==> src/rtl/barrel_shifter.sv <==
// Lane-granular left rotator: PORT lanes of WIDTH bits, rotated by 'select' lanes
// through SEL_WIDTH cascaded power-of-two stages, with a single output register.
module barrel_shifter #(
    parameter int unsigned WIDTH       = 64,
    parameter int unsigned PORT        = 8,
    parameter int unsigned SEL_WIDTH   = 3,
    parameter int unsigned TOTAL_WIDTH = 512
) (
    input  logic                   clk,
    input  logic                   rst,
    input  logic [SEL_WIDTH-1:0]   select,
    input  logic [TOTAL_WIDTH-1:0] data_in,
    input  logic                   valid_in,
    output logic [TOTAL_WIDTH-1:0] data_out,
    output logic                   valid_out
);

    // Lane count widened by one bit so 'select >= PORT' compares without truncation.
    localparam logic [SEL_WIDTH:0] PortCount = (SEL_WIDTH + 1)'(PORT);

    logic [TOTAL_WIDTH-1:0] rot_data;
    logic [TOTAL_WIDTH-1:0] data_d;
    logic [TOTAL_WIDTH-1:0] data_q;
    logic                   valid_q;
    logic                   out_of_range;

    // Cascaded stages: stage j rotates left by (2^j mod PORT) lanes when select[j] is set.
    always_comb begin : rotate_stages
        logic [TOTAL_WIDTH-1:0] cur;
        logic [TOTAL_WIDTH-1:0] nxt;
        cur = data_in;
        nxt = data_in;
        for (int j = 0; j < int'(SEL_WIDTH); j++) begin
            for (int k = 0; k < int'(PORT); k++) begin
                if (select[j]) begin
                    nxt[k*WIDTH +: WIDTH] =
                        cur[((k + PORT - ((1 << j) % PORT)) % PORT) * WIDTH +: WIDTH];
                end else begin
                    nxt[k*WIDTH +: WIDTH] = cur[k*WIDTH +: WIDTH];
                end
            end
            cur = nxt;
        end
        rot_data = cur;
    end

    // Rotation amounts past the last lane only exist for non-power-of-two PORT; they yield zero.
    always_comb begin
        out_of_range = ({1'b0, select} >= PortCount);
        data_d       = out_of_range ? '0 : rot_data;
    end

    // Output register: capture on valid_in, otherwise hold data; valid tracks valid_in.
    always_ff @(posedge clk or posedge rst) begin
        if (rst) begin
            data_q  <= '0;
            valid_q <= 1'b0;
        end else begin
            valid_q <= valid_in;
            if (valid_in) begin
                data_q <= data_d;
            end
        end
    end

    assign data_out  = data_q;
    assign valid_out = valid_q;

endmodule

==> config.mk <==
export PLATFORM = sky130hd
export DESIGN_NAME = barrel_shifter
export DESIGN_NICKNAME = d
export VERILOG_FILES = /design/src/rtl/barrel_shifter.sv
export SDC_FILE = /design/constraint.sdc
export NUM_CORES = 2
export LEC_CHECK = 0
export CORE_AREA = 2 2 404 406
export DETAILED_ROUTE_END_ITERATION = 6
export DIE_AREA = 0 0 406 408
export GPL_TIMING_DRIVEN = 0
export PLACE_DENSITY_LB_ADDON = 0.08
export SYNTH_ARGS = -nofsm -noshare
export SYNTH_HDL_FRONTEND = slang
export SYNTH_SLANG_ARGS = --single-unit
==> constraint.sdc <==
create_clock -name clk -period 39.7 [get_ports clk]
set_input_delay 5.955 -clock clk [delete_from_list [all_inputs] [get_ports clk]]
set_output_delay 5.955 -clock clk [all_outputs]
set_load 0.01 [all_outputs]
==> flow_metrics.py <==
metrics = {
    "critical_path": {
        "critPathSlowestCell": "clkbuf_1",
        "worstPathRequired_ns": 40.31,
        "cp-end-kind": "flip-flop",
        "crit_chain": "clkdlybuf4s50_1 -> buf_2 -> buf_2 -> clkbuf_1 -> clkbuf_1 -> a31o_2",
        "path_class": "in -> reg",
        "reg2reg_depth": 2,
        "critPathLaunchType": "input pin",
        "r2r-start": "data_out[203]",
        "cp.arrival_ns": 9.14,
        "r2r-end": "data_out[203]",
        "r2r_setup_slack_ns": 38.69,
        "critPathMaxFanout": 10,
        "max_stage_delay_ns": 1.04,
    },
    "sta": {
        "setup_tns_ns": 0,
        "rsz0062_at_grt": "false",
        "holdWs_ns": 0.590,
        "hold_viol": 0,
        "finalSetupViolCount": 0,
        "worst_slew_pin_slew_ns": 1.46,
        "fmax_mhz": 117,
        "relSlewSlack_pct": 2.54,
        "fin_skew_ns": 0,
        "slew_viol_final": 0,
        "min_period_over_period_pct": 21.5,
        "finalCriticalPeriod_ns": 8.53,
    },
    "finish": {
        "fillCellCount": 16900,
        "diodes": 0,
        "multi_input_area_um2": 20600,
        "nNetsFinal": 5102,
        "syn2layout_area_growth_pct": 43.8,
        "seqCellArea_um2": 12800,
        "drive_above_1_share_pct": 7.89,
        "final_cells": 6813,
    },
    "route": {
        "drtPass1Iterations": 7,
        "ant_nets": 0,
        "finalWirelength_um": 276000,
        "routedWlPerCell_um": 40.6,
        "drcViolationCount": 0,
        "vias_per_cell": 5.78,
        "drt_iter0_drc": 4135,
        "vias": 39400,
    },
    "floorplan": {
        "rows": 148,
        "io_pins": 1031,
        "die_y_um": 408,
        "die_w_um": 406,
        "die_area_um2": 166000,
        "start_util_pct": 21.9,
        "core_region_area_um2": 162000,
    },
    "yosys": {
        "syn_nets": 3994,
        "synth_cell_types": 15,
        "synth_top_area_share_pct": 36.2,
        "synth_seq_cells": 513,
        "yosys_warnings": 0,
        "synthTopCellsByArea": "dfrtp_1 36%, a22oi_1 22%, mux2i_1 14%",
        "avgSynthCellArea_um2": 10.2,
        "syn_inst": 3476,
        "syn_area_um2": 35500,
        "seq_area_frac_synth_pct": 36.2,
        "synth_area_leader_cell": "dfrtp_1",
    },
    "run_status": {
        "status": "complete, no violations",
    },
    "global_routing": {
        "grt_pass1_vias": 40700,
        "grt_max_degree": 105,
        "antenna_found_initial": 11,
        "grt_pass1_wl_um": 368000,
        "grt_overflow": 0,
        "track_usage_pct": 32.1,
    },
    "clocking": {
        "ctsHoldBuffers": 0,
        "cts_tree": "yes",
        "clk-insertion-delay-late_ns": 0.68,
        "cts.path.max_buffers": 3,
        "htree_num_levels": 3,
        "post_cts_resized": 0,
        "cts_setup_buffers": 0,
        "cts.sinks": 513,
        "cts_root_buffer": "clkbuf_16",
        "cts_made_buffers": 71,
        "clkSlewWorstSetupHoldPaths_ns": 0.06,
    },
    "hold_path": {
        "holdCritPathClass": "reg -> reg",
        "hold_start": "data_out[233]",
        "hold_depth": 2,
        "whs_endpoint": "data_out[233]",
    },
    "placement": {
        "placed_cells": 6686,
        "port_buffers": 1029,
        "dp.final_hpwl_um": 211000,
        "place.gp.congestion": 0.898,
    },
    "power_and_ir_drop": {
        "power_density_nw_per_um2": 40.2,
        "peakVddDrop_v": 0.0000302,
        "p_leak_uw": 0.0196,
    },
    "job": {
        "drv_cap": 0,
    },
}
-- worst max path at each step --
| stage | start | endpoint | slack (ns) |
|---|---|---|---|
| after CTS | valid_in | data_out[267] | 31.24 |
| final | valid_in | data_out[267] | 31.17 |
| after global routing | valid_in | data_out[267] | 31.27 |
| after detailed placement | valid_in | data_out[267] | 30.53 |
| after floorplan | rst | data_out[0] | 19.42 |
| after global placement | rst | data_out[414] | 9.24 |
-- kinds of logic (layout without fill, tap and decap cells) --
family	Yosys count	in the layout	synth area share [%]
AOI/OAI and AO/OA	1536	1536	34.3
buffers and inverters	399	1561	5.82
DFF	513	513	36.2
muxes	512	512	14.6
and+or+nand+nor	516	516	9.10
-- sequential cells by signal, indices dropped and copies added, names as in the netlist --
signal     count
valid_out      1
data_out     512
-- cell usage after synthesis --
| cell type | instances |
|---|---|
| and2_1 | 1 |
| clkbuf_1 | 189 |
| inv_1 | 1 |
| a31o_1 | 468 |
| a22oi_1 | 1024 |
| dfrtp_1 | 513 |
| a31o_2 | 44 |
| nor2_2 | 1 |
| buf_1 | 20 |
| buf_2 | 126 |
| mux2i_2 | 10 |
| buf_6 | 46 |
| nor2b_1 | 514 |
| buf_4 | 17 |
| mux2i_1 | 502 |
-- layout by cell type, fill, tap and decap left out, drive strengths merged --
cell / Yosys / routed
nor2b: 514 / 514
buf: 209 / 215
a22oi: 1024 / 1024
mux2i: 512 / 512
clkinv: 0 / 9
clkdlybuf4s50: 0 / 1029
a31o: 512 / 512
inv: 1 / 4
nor2: 1 / 1
bufinv: 0 / 3
dfrtp: 513 / 513
and2: 1 / 1
clkbuf: 189 / 301
-- cell type report --
type / instances / area share (%)
Buffer: 398 / 4.05
Clock buffer: 112 / 4.26
Clock inverter: 15 / 0.338
Inverter: 1 / 0.0221
Multi-Input combinational cell: 2564 / 40.3
Sequential cell: 513 / 25.2
Tap cell: 2175 / 5.33
Timing Repair Buffer: 1035 / 20.5
-- critical path: cells and delay by family --
family | cells | cell delay (ns)
buf+inv | 5 | 2.87
compound gates | 1 | 0.27
-- routing by layer --
layer  global-route usage (%)  share of wire, %  vias up
li1                         -                 -    16000
met1                     39.7                40    20700
met2                     52.9                47     2157
met3                     7.18               7.2      466
met4                     14.7               5.2        2
met5                        0            0.0025        -
-- power breakdown --
group | leakage (uW) | switching, uW | internal (uW) | total (uW)
clock | 0.00116 | 290 | 394 | 685
combinational | 0.0124 | 388 | 311 | 699
sequential | 0.00611 | 73.9 | 592 | 666
-- through the flow --
step           util, %  instance area (um^2)  worst slack (ns)  total power [uW]
6_report          31.6                 51000             31.17              2050
5_1_grt           31.6                 51000             31.27              2110
4_1_cts           31.6                 51000             31.24              2050
3_5_place_dp      30.1                 48700             30.53              1360
3_3_place_gp      30.0                 48500              9.24              1360
2_1_floorplan        -                 35500             19.42               935
Note: power is estimated with default switching activity, not from simulation.
